==> config.mk <==
export PLATFORM = sky130hd
export DESIGN_NAME = rmii_rx_framer_flat
export DESIGN_NICKNAME = d
export VERILOG_FILES = /design/src/rtl/eth_pkg.sv /design/src/rtl/rmii_rx_framer_if.sv /design/src/rtl/eth_crc32_d8.sv /design/src/rtl/rmii_rx_framer.sv /design/src/flat_wrapper.sv
export SDC_FILE = /design/constraint.sdc
export NUM_CORES = 1
export LEC_CHECK = 0
export BUFFER_PORTS_ARGS = -buffer_cell sky130_fd_sc_hd__buf_2
export CAP_MARGIN = 20
export CORE_UTILIZATION = 55
export DETAILED_ROUTE_END_ITERATION = 7
export PLACE_DENSITY = 0.81
export SLEW_MARGIN = 20
export SYNTH_ARGS = -nofsm -noshare
export SYNTH_HDL_FRONTEND = slang
export SYNTH_HIERARCHICAL = 1
export SYNTH_SLANG_ARGS = --single-unit
==> constraint.sdc <==
create_clock -name clk_50_mhz -period 2.48 [get_ports clk_50_mhz]
set_clock_uncertainty 0.05 [all_clocks]
set_input_delay 0.372 -clock clk_50_mhz [delete_from_list [all_inputs] [get_ports clk_50_mhz]]
set_output_delay 0.372 -clock clk_50_mhz [all_outputs]
set_load 0.02 [all_outputs]
==> src/rtl/eth_pkg.sv <==
// Shared types and constants for the RMII receive framer: FSM states, RMII
// line symbols, CRC-32 parameters and the err_flags layout.
package eth_pkg;

  typedef enum logic [2:0] {
    ST_IDLE     = 3'd0,
    ST_PREAMBLE = 3'd1,
    ST_DATA     = 3'd2,
    ST_DROP     = 3'd3,
    ST_DONE     = 3'd4
  } rx_state_e;

  localparam logic [1:0]  PREAMBLE_DIBIT = 2'b01;
  localparam logic [1:0]  SFD_DIBIT      = 2'b11;
  localparam logic [31:0] CRC_INIT       = 32'hFFFF_FFFF;
  localparam logic [31:0] CRC_RESIDUE    = 32'hDEBB_20E3;
  localparam logic [31:0] CRC_POLY_REFL  = 32'hEDB8_8320;
  localparam logic [47:0] BCAST_MAC      = 48'hFFFF_FFFF_FFFF;

  localparam int ERR_RX_ER    = 0;
  localparam int ERR_OVERFLOW = 1;
  localparam int ERR_RUNT     = 2;
  localparam int ERR_CRC      = 3;

  // Reflected CRC-32 (0x04C11DB7) folded over one byte, LSB first.
  function automatic logic [31:0] crc32_byte(input logic [31:0] crc_in, input logic [7:0] data);
    logic [31:0] c;
    c = crc_in ^ {24'h00_0000, data};
    for (int i = 0; i < 8; i++) begin
      if (c[0]) begin
        c = (c >> 1) ^ CRC_POLY_REFL;
      end else begin
        c = c >> 1;
      end
    end
    return c;
  endfunction

  function automatic logic [7:0] mac_byte(input logic [47:0] mac, input logic [2:0] idx);
    logic [7:0] b;
    case (idx)
      3'd0:    b = mac[47:40];
      3'd1:    b = mac[39:32];
      3'd2:    b = mac[31:24];
      3'd3:    b = mac[23:16];
      3'd4:    b = mac[15:8];
      3'd5:    b = mac[7:0];
      default: b = 8'h00;
    endcase
    return b;
  endfunction

endpackage

==> src/rtl/rmii_rx_framer_if.sv <==
// RMII receive pins plus the framer's word/status bus toward the packet buffer.
interface rmii_rx_framer_if;
  logic        crs_dv;
  logic [1:0]  rx_d;
  logic        rx_er;
  logic [31:0] word_data;
  logic        word_valid;
  logic        frame_done;
  logic        frame_ok;
  logic [3:0]  err_flags;
  logic [15:0] byte_count;
  logic [15:0] protocol_type;
  logic        rx_busy;

  modport master (
    input  crs_dv, rx_d, rx_er,
    output word_data, word_valid, frame_done, frame_ok, err_flags,
           byte_count, protocol_type, rx_busy
  );

  modport slave (
    output crs_dv, rx_d, rx_er,
    input  word_data, word_valid, frame_done, frame_ok, err_flags,
           byte_count, protocol_type, rx_busy
  );
endinterface

==> src/rtl/eth_crc32_d8.sv <==
// Registered byte-wide CRC-32 accumulator; the register is left unreflected
// and uninverted so a good frame leaves the fixed residue behind.
module eth_crc32_d8
  import eth_pkg::*;
(
  input  logic        clk,
  input  logic        rst,
  input  logic        init,
  input  logic        en,
  input  logic [7:0]  data,
  output logic [31:0] crc
);

  logic [31:0] crc_r;

  // Load the seed on init, otherwise fold in one byte per enable.
  always_ff @(posedge clk) begin
    if (rst) begin
      crc_r <= CRC_INIT;
    end else if (init) begin
      crc_r <= CRC_INIT;
    end else if (en) begin
      crc_r <= crc32_byte(crc_r, data);
    end else begin
      crc_r <= crc_r;
    end
  end

  assign crc = crc_r;

endmodule

==> src/rtl/rmii_rx_framer.sv <==
// RMII receive framer: preamble/SFD strip, destination filter, EtherType
// capture, FCS-withholding payload packer, CRC check and frame status.
module rmii_rx_framer
  import eth_pkg::*;
#(
  parameter logic [47:0] MAC_ADDR  = 48'h02_00_00_00_00_01,
  parameter int unsigned MAX_BYTES = 1518,
  parameter int unsigned MIN_BYTES = 64
) (
  input  logic             clk_50_mhz,
  input  logic             rst,
  rmii_rx_framer_if.master bus
);

  localparam logic [15:0] MAX_TOTAL   = 16'(MAX_BYTES);
  localparam logic [15:0] MIN_TOTAL   = 16'(MIN_BYTES);
  localparam logic [15:0] MAX_PAYLOAD = 16'(MAX_BYTES - 32'd18);

  rx_state_e   state_r;
  logic [5:0]  sr_r;
  logic [1:0]  dibit_cnt_r;
  logic [15:0] byte_idx_r;
  logic        zero_r;
  logic        dest_me_r;
  logic        dest_bc_r;
  logic [31:0] dly_r;
  logic [2:0]  dly_cnt_r;
  logic [23:0] pack_r;
  logic [1:0]  pack_cnt_r;
  logic        er_r;
  logic [31:0] word_data_r;
  logic        word_valid_r;
  logic        frame_done_r;
  logic        frame_ok_r;
  logic [3:0]  err_flags_r;
  logic [15:0] byte_count_r;
  logic [15:0] proto_r;
  logic        rx_busy_r;

  logic [7:0]  byte_s;
  logic        byte_done_s;
  logic        me_ok_s;
  logic        bc_ok_s;
  logic        end_s;
  logic        payload_s;
  logic        emit_s;
  logic        crc_init_s;
  logic [31:0] crc_s;
  logic [3:0]  err_s;

  // Byte completion, destination match and end-of-frame decode for this clock.
  always_comb begin
    byte_s      = {bus.rx_d, sr_r};
    byte_done_s = (state_r == ST_DATA) && bus.crs_dv && (dibit_cnt_r == 2'd3);
    me_ok_s     = dest_me_r && (byte_s == mac_byte(MAC_ADDR, byte_idx_r[2:0]));
    bc_ok_s     = dest_bc_r && (byte_s == mac_byte(BCAST_MAC, byte_idx_r[2:0]));
    end_s       = (state_r == ST_DATA) && !bus.crs_dv && zero_r;
    payload_s   = byte_done_s && (byte_idx_r >= 16'd14);
    // Only bytes leaving a full delay line can be payload; the last four stay behind as FCS.
    emit_s      = payload_s && (dly_cnt_r == 3'd4) && (byte_count_r < MAX_PAYLOAD);
    crc_init_s  = (state_r == ST_PREAMBLE) && bus.crs_dv && (bus.rx_d == SFD_DIBIT);
    err_s       = 4'b0000;
    err_s[ERR_CRC]      = (crc_s != CRC_RESIDUE);
    err_s[ERR_RUNT]     = (byte_idx_r < MIN_TOTAL);
    err_s[ERR_OVERFLOW] = (byte_idx_r > MAX_TOTAL);
    err_s[ERR_RX_ER]    = er_r;
  end

  eth_crc32_d8 u_crc (
    .clk  (clk_50_mhz),
    .rst  (rst),
    .init (crc_init_s),
    .en   (byte_done_s),
    .data (byte_s),
    .crc  (crc_s)
  );

  // Frame state machine with byte assembly, delay line, packer and status registers.
  always_ff @(posedge clk_50_mhz) begin
    if (rst) begin
      state_r      <= ST_IDLE;
      sr_r         <= 6'd0;
      dibit_cnt_r  <= 2'd0;
      byte_idx_r   <= 16'd0;
      zero_r       <= 1'b0;
      dest_me_r    <= 1'b0;
      dest_bc_r    <= 1'b0;
      dly_r        <= 32'd0;
      dly_cnt_r    <= 3'd0;
      pack_r       <= 24'd0;
      pack_cnt_r   <= 2'd0;
      er_r         <= 1'b0;
      word_data_r  <= 32'd0;
      word_valid_r <= 1'b0;
      frame_done_r <= 1'b0;
      frame_ok_r   <= 1'b0;
      err_flags_r  <= 4'd0;
      byte_count_r <= 16'd0;
      proto_r      <= 16'd0;
      rx_busy_r    <= 1'b0;
    end else begin
      word_valid_r <= 1'b0;
      frame_done_r <= 1'b0;
      case (state_r)
        ST_IDLE: begin
          if (bus.crs_dv && (bus.rx_d == PREAMBLE_DIBIT)) begin
            state_r <= ST_PREAMBLE;
          end
        end
        ST_PREAMBLE: begin
          if (crc_init_s) begin
            state_r      <= ST_DATA;
            dibit_cnt_r  <= 2'd0;
            byte_idx_r   <= 16'd0;
            zero_r       <= 1'b0;
            dest_me_r    <= 1'b1;
            dest_bc_r    <= 1'b1;
            dly_cnt_r    <= 3'd0;
            pack_cnt_r   <= 2'd0;
            er_r         <= 1'b0;
            byte_count_r <= 16'd0;
            frame_ok_r   <= 1'b0;
            err_flags_r  <= 4'd0;
            rx_busy_r    <= 1'b1;
          end else if (!(bus.crs_dv && (bus.rx_d == PREAMBLE_DIBIT))) begin
            state_r <= ST_IDLE;
          end
        end
        ST_DATA: begin
          er_r <= er_r | bus.rx_er;
          if (bus.crs_dv) begin
            zero_r      <= 1'b0;
            sr_r        <= {bus.rx_d, sr_r[5:2]};
            dibit_cnt_r <= dibit_cnt_r + 2'd1;
          end else begin
            zero_r <= 1'b1;
          end
          if (byte_done_s) begin
            if (byte_idx_r != 16'hFFFF) begin
              byte_idx_r <= byte_idx_r + 16'd1;
            end
            if (byte_idx_r < 16'd6) begin
              dest_me_r <= me_ok_s;
              dest_bc_r <= bc_ok_s;
            end
            if (byte_idx_r == 16'd12) begin
              proto_r[15:8] <= byte_s;
            end
            if (byte_idx_r == 16'd13) begin
              proto_r[7:0] <= byte_s;
            end
            if (payload_s) begin
              dly_r <= {dly_r[23:0], byte_s};
              if (dly_cnt_r != 3'd4) begin
                dly_cnt_r <= dly_cnt_r + 3'd1;
              end
            end
            if (emit_s) begin
              byte_count_r <= byte_count_r + 16'd1;
              pack_cnt_r   <= pack_cnt_r + 2'd1;
              case (pack_cnt_r)
                2'd0: pack_r[7:0]   <= dly_r[31:24];
                2'd1: pack_r[15:8]  <= dly_r[31:24];
                2'd2: pack_r[23:16] <= dly_r[31:24];
                2'd3: begin
                  word_data_r  <= {dly_r[31:24], pack_r};
                  word_valid_r <= 1'b1;
                end
                default: pack_r <= pack_r;
              endcase
            end
          end
          if (byte_done_s && (byte_idx_r == 16'd5) && !me_ok_s && !bc_ok_s) begin
            state_r <= ST_DROP;
          end else if (end_s) begin
            state_r <= ST_DONE;
            // Flush the partial word with its unused upper bytes zeroed.
            case (pack_cnt_r)
              2'd1: begin
                word_data_r  <= {24'd0, pack_r[7:0]};
                word_valid_r <= 1'b1;
              end
              2'd2: begin
                word_data_r  <= {16'd0, pack_r[15:0]};
                word_valid_r <= 1'b1;
              end
              2'd3: begin
                word_data_r  <= {8'd0, pack_r};
                word_valid_r <= 1'b1;
              end
              default: word_valid_r <= 1'b0;
            endcase
          end
        end
        ST_DROP: begin
          if (bus.crs_dv) begin
            zero_r <= 1'b0;
          end else if (zero_r) begin
            state_r   <= ST_IDLE;
            rx_busy_r <= 1'b0;
          end else begin
            zero_r <= 1'b1;
          end
        end
        ST_DONE: begin
          frame_done_r <= 1'b1;
          rx_busy_r    <= 1'b0;
          err_flags_r  <= err_s;
          frame_ok_r   <= (err_s == 4'd0);
          state_r      <= ST_IDLE;
        end
        default: begin
          state_r   <= ST_IDLE;
          rx_busy_r <= 1'b0;
        end
      endcase
    end
  end

  assign bus.word_data     = word_data_r;
  assign bus.word_valid    = word_valid_r;
  assign bus.frame_done    = frame_done_r;
  assign bus.frame_ok      = frame_ok_r;
  assign bus.err_flags     = err_flags_r;
  assign bus.byte_count    = byte_count_r;
  assign bus.protocol_type = proto_r;
  assign bus.rx_busy       = rx_busy_r;

endmodule

==> src/flat_wrapper.sv <==
// flat-port wrapper written by rule: the top's interface ports become plain ports
module rmii_rx_framer_flat import eth_pkg::*;
#(
  parameter logic [47:0] MAC_ADDR  = 48'h02_00_00_00_00_01,
  parameter int unsigned MAX_BYTES = 1518,
  parameter int unsigned MIN_BYTES = 64
)
  (clk_50_mhz, rst, bus_crs_dv, bus_rx_d, bus_rx_er, bus_word_data, bus_word_valid, bus_frame_done, bus_frame_ok, bus_err_flags, bus_byte_count, bus_protocol_type, bus_rx_busy);
  rmii_rx_framer_if bus_i ();
  input  logic clk_50_mhz;
  input  logic rst;
  input wire logic [$bits(bus_i.crs_dv)-1:0] bus_crs_dv;
  input wire logic [$bits(bus_i.rx_d)-1:0] bus_rx_d;
  input wire logic [$bits(bus_i.rx_er)-1:0] bus_rx_er;
  output wire logic [$bits(bus_i.word_data)-1:0] bus_word_data;
  output wire logic [$bits(bus_i.word_valid)-1:0] bus_word_valid;
  output wire logic [$bits(bus_i.frame_done)-1:0] bus_frame_done;
  output wire logic [$bits(bus_i.frame_ok)-1:0] bus_frame_ok;
  output wire logic [$bits(bus_i.err_flags)-1:0] bus_err_flags;
  output wire logic [$bits(bus_i.byte_count)-1:0] bus_byte_count;
  output wire logic [$bits(bus_i.protocol_type)-1:0] bus_protocol_type;
  output wire logic [$bits(bus_i.rx_busy)-1:0] bus_rx_busy;
  assign bus_i.crs_dv = bus_crs_dv;
  assign bus_i.rx_d = bus_rx_d;
  assign bus_i.rx_er = bus_rx_er;
  assign bus_word_data = bus_i.word_data;
  assign bus_word_valid = bus_i.word_valid;
  assign bus_frame_done = bus_i.frame_done;
  assign bus_frame_ok = bus_i.frame_ok;
  assign bus_err_flags = bus_i.err_flags;
  assign bus_byte_count = bus_i.byte_count;
  assign bus_protocol_type = bus_i.protocol_type;
  assign bus_rx_busy = bus_i.rx_busy;
  rmii_rx_framer #(.MAC_ADDR(MAC_ADDR), .MAX_BYTES(MAX_BYTES), .MIN_BYTES(MIN_BYTES)) u_core (.clk_50_mhz(clk_50_mhz), .rst(rst), .bus(bus_i));
endmodule
Word level (Yosys, flattened, before mapping). Cells that the tools add are included.

Bits in registers: 196. Input port bits: 6. Output and inout port bits: 72. Word-level logic and storage cells: 218.

Equality and inequality tests: 37. Bitwise gates (word level): 12. $add $sub $neg: 5. Order comparisons: 5. Reduce and logical (&&, ||, !) cells: 48. Mux-type cells: 87.

Operators with widths (count): $mux W32 (34); $not A13 Y14 (8); $pmux W32 S3 (1); $mux W16 (5); $pmux W16 S2 (2); $mux W3 (11); $add A16 B1 Y16 const B (2); $eq A16 B4 Y1 const B (2); $ne A32 B32 Y1 const B (1); $xor A32 B8 Y32 (1); $reduce_and A4 Y1 (7); $eq A16 B3 Y1 const B (1); $ge A16 B4 Y1 const B (1); $gt A16 B11 Y1 const B (1); $lt A16 B11 Y1 const B (1); $lt A16 B3 Y1 const B (1); $lt A16 B7 Y1 const B (1); $mux W1 (16); $ne A16 B16 Y1 const B (1); $logic_and A1 B1 Y1 (15); $eq A3 B2 Y1 const B (4); $eq A3 B3 Y1 const B (4); $ne A2 B1 Y1 const B (6); $pmux W2 S2 (3); other kinds (31) (65).

Logic depth before layout (Yosys ltp). Gate-level depths: netlist of the first run.

Depth after elaboration: 38. Gate-level depth with buffers: 11. Mapped depth without buffers: 7.

By module. Netlist of the first run, hierarchy kept.

Modules (own cells, without submodules): rmii_rx_framer (area an instance 7223.2 um^2, cells an instance 814, times used 1, seq. area each 3283.1 um^2); eth_crc32_d8 (area an instance 1923.1 um^2, cells an instance 198, times used 1, seq. area each 640.6 um^2).

Worst setup path before layout of the first run. Ideal clock, no wire load.

Path type: reg2reg. From: reg u_core.byte_count_r[4] (netlist: u_core/bus.byte_count[4]). To: reg u_core.word_data_r[23] (netlist: u_core/bus.word_data[23]). Data required time: 2.308 ns. Arrival time: 1.785 ns. Path slack: 0.523 ns. Buffers on the path: 1. Cell stages (with the launch flop): 7. Library setup time: 0.122 ns. Clock period less this slack: 1.957 ns. Cell sequence: dfxtp_1 and3_1 or2_1 a41oi_2 buf_2 nand2_1 a311o_1.

Cells in the longest elaborated chain, start to end: 7.

Ends and longest elaborated chain: start: declaration (line rmii_rx_framer.sv:36) `logic [15:0] byte_count_r;`; start signal: assignment (line rmii_rx_framer.sv:159) `byte_count_r <= byte_count_r + 16'd1;`; $lt A16 B11 Y1 * (line rmii_rx_framer.sv:60) `emit_s = payload_s && (dly_cnt_r == 3'd4) && (byte_count_r < MAX_PAYLOAD);`; $logic_and A1 B1 Y1 * (line rmii_rx_framer.sv:60); $mux W32 * (line rmii_rx_framer.sv:158) `if (emit_s) begin`; $mux W32 * (line rmii_rx_framer.sv:138) `if (byte_done_s) begin`; $pmux W32 S3 (line rmii_rx_framer.sv:178) `case (pack_cnt_r)`; $mux W32 (line rmii_rx_framer.sv:175) `end else if (end_s) begin`; $mux W32 * (line rmii_rx_framer.sv:173) `if (byte_done_s && (byte_idx_r == 16'd5) && !me_ok_s && !bc_ok_s) begin`; end signal: assignment (line rmii_rx_framer.sv:180) `word_data_r <= {24'd0, pack_r[7:0]};`; end signal: assignment (line rmii_rx_framer.sv:184) `word_data_r <= {16'd0, pack_r[15:0]};`; end signal: assignment (line rmii_rx_framer.sv:188) `word_data_r <= {8'd0, pack_r};`; end: declaration (line rmii_rx_framer.sv:31) `logic [31:0] word_data_r;`.

Every way passes the cells marked *; elsewhere a longest branch is shown, timed or not. A chain may end at the register's enable or synchronous reset.

Final worst setup path of the first run.
From: reg u_core.dly_cnt_r[0]. To: reg u_core.pack_r[6].

Cells in the longest elaborated chain, start to end: 4.

Ends and longest elaborated chain: start: declaration (line rmii_rx_framer.sv:27) `logic [2:0] dly_cnt_r;`; start signal: assignment (line rmii_rx_framer.sv:155) `dly_cnt_r <= dly_cnt_r + 3'd1;`; $eq A3 B3 Y1 (line rmii_rx_framer.sv:60); $logic_and A1 B1 Y1 (2 in series) (line rmii_rx_framer.sv:60); $reduce_and A4 Y1 (no line); end signal: assignment (line rmii_rx_framer.sv:162) `2'd0: pack_r[7:0] <= dly_r[31:24];`; end signal: assignment (line rmii_rx_framer.sv:169) `default: pack_r <= pack_r;`; end: declaration (line rmii_rx_framer.sv:28) `logic [23:0] pack_r;`.

No other way between the ends.

==> impl_results.md, run 1 <==
* Synth Instances at 1012
* DRT iter0 DRCs at 562
* P_leak at 0.00403 µW
* Critical path launch point type: flop
* Non-Filler Instances at 1308
* Die Span Y at 131 µm
* Router iterations before antenna repair at 5
* Total congestion overflow at 0
* R2R setup slack at 0.19 ns
* Final number of max-transition violations at 0
* Post-DRT Antenna Nets at 0
* Synth cell count leaders: 196 x dfxtp_1, 157 x nand2_1, 85 x a21oi_1
* First-pass GRT wire length at 33800 µm
* Max_cap viols at 0
* Routed WL at 20900 µm
* Nets at 1099
* Cell mode on critical path: buf_4
* Setup_tns at 0 ns
* Slew at the pin closest to its max-slew limit at 0.743 ns
* Initial Util at 57.0%
* Share of layout cells above drive strength 1 at 17.3%
* Most instantiated library cell after synthesis: dfxtp_1
* TritonCTS clock tree: yes
* Initial antenna violation count at 0
* CP required at 2.81 ns
* Routed len/inst at 16.0 µm
* GPL Wtd Cong at 0.844
* Num CTS Buffers at 17
* Buf+Inv Stages, Crit Path at 3
* Avg Cell Area, Syn at 9.04 µm²
* Adder and majority gate portion of the synthesized area at 1.92%
* Vias in the first global route at 7017
* Register area share after synthesis at 42.9%
* Hold_buf cts at 0
* Yosys top cell area share at 42.9%
* Setup slack after layout at 0.192 ns
* Setup crit end: u_core/pack_r[6]
* Final setup viols at 0
* Final period util at 92.3%
* Hold wc startpoint: bus_rx_er
* Simple-gate share of the synthesized area at 21.6%
* Ys flop type: dfxtp_1
* Slowest CP cell: a41oi_2
* Asr flop ratio synth at 0%
* Yosys cell types at 86
* End of the worst register-to-register path: u_core/pack_r[6]
* Reg2reg path depth at 9
* Clk_lat worst skew at 0.44 ns
* Post-synthesis compound-gate area fraction at 14.5%
* Place WS at 0.261 ns
* Flops & latches, synth at 196
* Gates resized, CTS repair at 0
* Max incr delay on CP at 0.39 ns
* I/O pin count at 78
* Core area at 16100 µm²
* Global Route Usage Sum at 25.2%
* Crit Path Max Fanout at 11
* Root Driver: clkbuf_16
* Hold Path Class: input port to flop
* Largest family of logic cells by synthesized area: simple AND/OR/NAND/NOR gates
* Die area at 17100 µm²
* Postcts setup bufs at 0
* Worst setup path class: flop to flop
* Top post-synthesis cells by area: dfxtp_1 43%, nand2_1 6.4%, mux2i_1 5.4%
* Area of the multi-input gates at 4840 µm²
* Yosys warnings at 6
* Syn nets at 1032
* Vias post-DR at 7528
* Via/cell ratio at 5.76
* Max Buffers Root-to-Sink at 2
* EDFF count, synth at 0
* Post-DP HPWL at 14400 µm
* R2r startpoint: u_core/dly_cnt_r[0]
* Clock sinks at 196
* Fmax at 0.437 GHz
* Cell Area, Synth at 9150 µm²
* Status: finished, final reports clean
* Yosys top cell by area: dfxtp_1
* N_diodes at 0
* Worst IR Drop VDD at 0.000525 V
* PD cells at 577 nW/µm²
* Fin crit period at 2.29 ns
* Cell family with the largest share of critical-path delay: buffers and inverters
* Synth-to-layout area growth at 12.9%
* Core Util, Final at 64.3%
* Clk pin slew, worst setup/hold paths at 0.08 ns
* Sequence of cells on the critical path: inv_1 -> ha_1 -> nand2_1 -> nand4b_1 -> a41oi_2 -> buf_4 -> and3_1 -> buf_4 -> mux2i_1
* Core Rows at 46
* Largest net degree at the start of global routing at 50
* Fin. Hold Viols at 0
* Port buffer count at 77
* Worst setup path start: u_core/dly_cnt_r[0]
* Die Wd at 131 µm
* Layout fillers at 1312
* Detailed-route DRC error count at 0
* Mux contribution to synthesized area at 5.36%
* Nature of the critical path endpoint: flop
* RSZ-0062 raised after global routing: false
* Xor-xnor portion of the synthesized cell area at 9.48%
* Crit path DAT at 2.61 ns
* Slew margin rel. at 50.3%
* H-tree levels at 4
* # placed instances at 1276
* Reg area at 3920 µm²
* WP depth at 9
## worst min path at each step
stage / to / slack (ns) / cells after the start
after detailed placement: u_core/dly_r[20] / 0.40 / 2
after global routing: u_core/er_r / 0.16 / 3
after floorplan: u_core/dly_r[10] / 0.38 / 2
after CTS: u_core/er_r / 0.11 / 3
after global placement: u_core/dly_r[21] / 0.39 / 2
final: u_core/er_r / 0.12 / 3
## cells in the final DEF (no fill, tap or decap), types with 18 or more instances in the layout
cell | netlist | layout
mux2i_1 | 49 | 49
nand3_1 | 45 | 45
a21oi_1 | 85 | 85
xor2_1 | 18 | 18
xnor2_1 | 37 | 37
nand2_1 | 157 | 157
buf_4 | 4 | 32
buf_2 | 13 | 77
dfxtp_1 | 196 | 196
nor2_1 | 76 | 76
o21ai_0 | 43 | 43
## metrics by stage
stage	hold slack, ns	power [µW]	cell area, µm²
finish	0.121	5960	10300
detailed placement	0.396	3380	9750
global placement	0.387	3380	9750
global route	0.161	6150	10300
CTS	0.111	6000	10300
floorplan	0.382	3340	9150
## flip-flops by register name, indices dropped and copies added, names as in the netlist
name	cells
u_core/state_r	3
u_core/byte_idx_r	16
u_core/bus.byte_count	16
u_core/bus.word_valid	1
u_core/zero_r	1
u_core/u_crc/crc	32
u_core/dly_cnt_r	3
u_core/bus.word_data	32
u_core/pack_cnt_r	2
u_core/bus.err_flags	4
u_core/dly_r	32
u_core/dest_bc_r	1
u_core/dest_me_r	1
u_core/pack_r	24
u_core/dibit_cnt_r	2
u_core/sr_r	6
u_core/bus.frame_done	1
u_core/bus.protocol_type	16
u_core/bus.rx_busy	1
u_core/bus.frame_ok	1
u_core/er_r	1
## per-layer routing
| metal | track usage [%] | routed length [µm] | vias up |
|---|---|---|---|
| met5 | 0 | 0 | - |
| met3 | 4.85 | 1290 | 35 |
| met4 | 9.26 | 378 | 0 |
| met1 | 32.9 | 9390 | 3588 |
| li1 | - | - | 3677 |
| met2 | 41.4 | 9830 | 228 |
## cells by family (layout without fill, tap and decap cells)
family / Yosys count / count (layout)
simple gates: 394 / 394
fa+ha+maj: 14 / 14
mux: 49 / 49
buf+inv: 79 / 159
xor+xnor: 72 / 72
flops: 196 / 196
compound gates: 208 / 208
## power by group
part / internal, µW / switching (µW) / total (µW) / leakage [µW]
clock network: 1330 / 1320 / 2650 / 0.000278
registers: 3150 / 1.84 / 3150 / 0.00158
logic: 55.7 / 104 / 160 / 0.00217
## layout make-up
cell class	count	share of cell area [%]
clock buffers	17	4.12
clock inverters	15	1.43
inverters	17	0.739
multi-input cells	737	46.8
flip-flops and latches	196	38.0
well taps	216	2.62
repair buffers	110	6.25
## worst min-delay path: cells and delay by family
family | cells | cell delay, ns
buffers and inverters | 1 | 0.08
AND/OR/NAND/NOR | 1 | 0.07
AO/OA/AOI/OAI | 1 | 0.05
(Power assumes the default switching activity.)
==> run 2: changes to the inputs <==
- CTS_BUF_LIST: not set -> sky130_fd_sc_hd__clkbuf_8
==> run 2 against run 1 <==
Effect of this change:
- count of clock-buffer cells in the layout is the same
- clock power decreased by 26%
- total power is 11% lower
- sequential share of layout area increased by 0.72 points
- core utilization is 1.2 points lower
- global-route usage is 0.45 points lower
- first-iteration DRC count increased by 6.6%
- sequential power is essentially flat
- critical path depth is the same
- highest routed layer unchanged
==> impl_results.md, run 2 (same netlist as run 1, synthesis figures left out) <==
* Met2 GRT Util at 40.8% (-0.59 points)
* Worst IR Drop VDD at 0.000391 V (-26%)
* # placed instances at 1276 (unchanged)
* Comb power frac at 3.0% (+0.3 points)
* Slew at the pin closest to its max-slew limit at 0.737 ns (-0.00520 ns)
* Most common cell after layout, fill and taps aside: dfxtp_1
* Most frequent cells in the layout: 196 x dfxtp_1, 157 x nand2_1, 85 x a21oi_1, 77 x buf_2, 76 x nor2_1
* Die Wd at 131 µm (unchanged)
* N_diodes at 0 (unchanged)
* Crit path DAT at 2.66 ns (+0.05 ns)
* First-pass GRT wire length at 33500 µm (-1.1%)
* Global Route Usage Sum at 24.7% (-0.45 points)
* Post-DRT Antenna Nets at 0 (unchanged)
* Non-Filler Instances at 1308 (unchanged)
* P_leak at 0.00394 µW (-2.2%)
* Gates resized, CTS repair at 0 (unchanged)
* Clk pin slew, worst setup/hold paths at 0.11 ns (+0.03 ns)
* Setup_tns at 0 ns (unchanged)
* R2R setup slack at 0.18 ns (about the same)
* DRT iter0 DRCs at 599 (+6.6%)
* Sequential power share at 59.6% (+6.8 points)
* Met1 Track Usage GR at 32.3% (-0.58 points)
* Via/cell ratio at 5.75 (-0.17%)
* Routed WL at 20600 µm (-1.4%)
* Routed len/inst at 15.7 µm (-1.4%)
* Clk_lat worst skew at 0.47 ns (+0.03 ns)
* Max incr delay on CP at 0.39 ns (about the same)
* Initial antenna violation count at 0 (unchanged)
* Status: finished, final reports clean
* Nets at 1099 (unchanged)
* Met3 GRT Util at 4.89% (+0.041 points)
* Clock power frac at 37.3% (-7.2 points)
* Largest net degree at the start of global routing at 50 (unchanged)
* Max Buffers Root-to-Sink at 2 (unchanged)
* Critical path launch point type: flop
* Max_cap viols at 0 (unchanged)
* Num CTS Buffers at 17 (unchanged)
* Post-DP HPWL at 14400 µm (unchanged)
* Switch Pwr at 1340 µW (-6.4%)
* Worst setup path class: flop to flop
* Sequence of cells on the critical path: inv_1 -> ha_1 -> nand2_1 -> nand4b_1 -> a41oi_2 -> buf_4 -> and3_1 -> buf_4 -> mux2i_1
* Root Driver: clkbuf_8
* CP required at 2.84 ns (+0.03 ns)
* Detailed-route DRC error count at 0 (unchanged)
* Synth-to-layout area growth at 10.8%
* Internal Power at 3940 µW (-13%)
* Top Usage Layer GRT: met2
* Postcts setup bufs at 0 (unchanged)
* Clock sinks at 196 (unchanged)
* Hold Path Class: input port to flop
* PD cells at 521 nW/µm² (-9.7%)
* Sw frac at 25.3% (+1.4 points)
* Fin. Hold Viols at 0 (unchanged)
* Nature of the critical path endpoint: flop
* Slew margin rel. at 50.6% (+0.35 points)
* Vias post-DR at 7515 (-0.17%)
* GPL Wtd Cong at 0.844 (unchanged)
* Router iterations before antenna repair at 5 (unchanged)
* Port buffer count at 77 (unchanged)
* Cell mode on critical path: buf_4
* Total congestion overflow at 0 (unchanged)
* Core Rows at 46 (unchanged)
* Fin crit period at 2.30 ns (+0.0103 ns)
* Share of layout cells above drive strength 1 at 17.3% (unchanged)
* Die Span Y at 131 µm (unchanged)
* Crit Path Max Fanout at 11 (unchanged)
* Core area at 16100 µm² (unchanged)
* Initial Util at 57.0% (unchanged)
* TritonCTS clock tree: yes
* Fmax at 0.435 GHz (-0.45%)
* Final period util at 92.7% (+0.42 points)
* Final setup viols at 0 (unchanged)
* Vias in the first global route at 6997 (-0.29%)
* Die area at 17100 µm² (unchanged)
* Slowest CP cell: a41oi_2
* Hold_buf cts at 0 (unchanged)
* Final number of max-transition violations at 0 (unchanged)
* RSZ-0062 raised after global routing: false
* I/O pin count at 78 (unchanged)
* H-tree levels at 4 (unchanged)
run 2: cell type report:
type	instances	area (µm²)
Fill cell	1338	5920
Multi-Input combinational cell	737	4840
Sequential cell	196	3920
Timing Repair Buffer	110	646
Tap cell	216	270
Clock buffer	17	234
Clock inverter	15	148
Inverter	17	76.3
run 2: power groups by stage:
stage / Clock [µW] / Sequential (µW) / Combinational, µW
4_1_cts: 2010 / 3150 / 159
6_report: 1970 / 3150 / 160
2_1_floorplan: 0 / 3220 / 117
3_3_place_gp: 0 / 3220 / 157
5_1_grt: 2140 / 3150 / 172
3_5_place_dp: 0 / 3220 / 158
run 2: path summary, 6_finish.rpt:
path,startpoint,end,depth (start not counted)
max,u_core/dly_cnt_r[0],u_core/pack_r[2],9
min,bus_rx_er,u_core/er_r,3
max reg2reg,u_core/dly_cnt_r[0],u_core/pack_r[2],9
min reg2reg,u_core/dly_r[21],u_core/dly_r[29],2
run 2: worst max-delay path, delay by kind of cell (launching register included):
kind	cells	cell delay, ns
buffers and inverters	3	0.56
AND/OR/NAND/NOR	3	0.52
AO/OA/AOI/OAI	1	0.39
flip-flops	1	0.35
multiplexers	1	0.22
adder cells (fa/ha/maj)	1	0.15
run 2: metal layers:
layer  wire length (µm)  up-vias
met1               9360     3572
li1                   -     3678
met5                  0        -
met2               9690      232
met4                353        0
met3               1180       33
run 2: through the flow:
step                      setup slack, ns  hold WS (ns)  area (µm²)  utilization (%)  total power (µW)
after global placement              0.344         0.387        9750             60.7              3380
after global routing               0.0360         0.121       10100             63.1              5460
after CTS                           0.221        0.0722       10100             63.1              5310
final                               0.182        0.0905       10100             63.1              5280
after detailed placement            0.261         0.396        9750             60.7              3380
after floorplan                     0.523         0.382        9150                -              3340
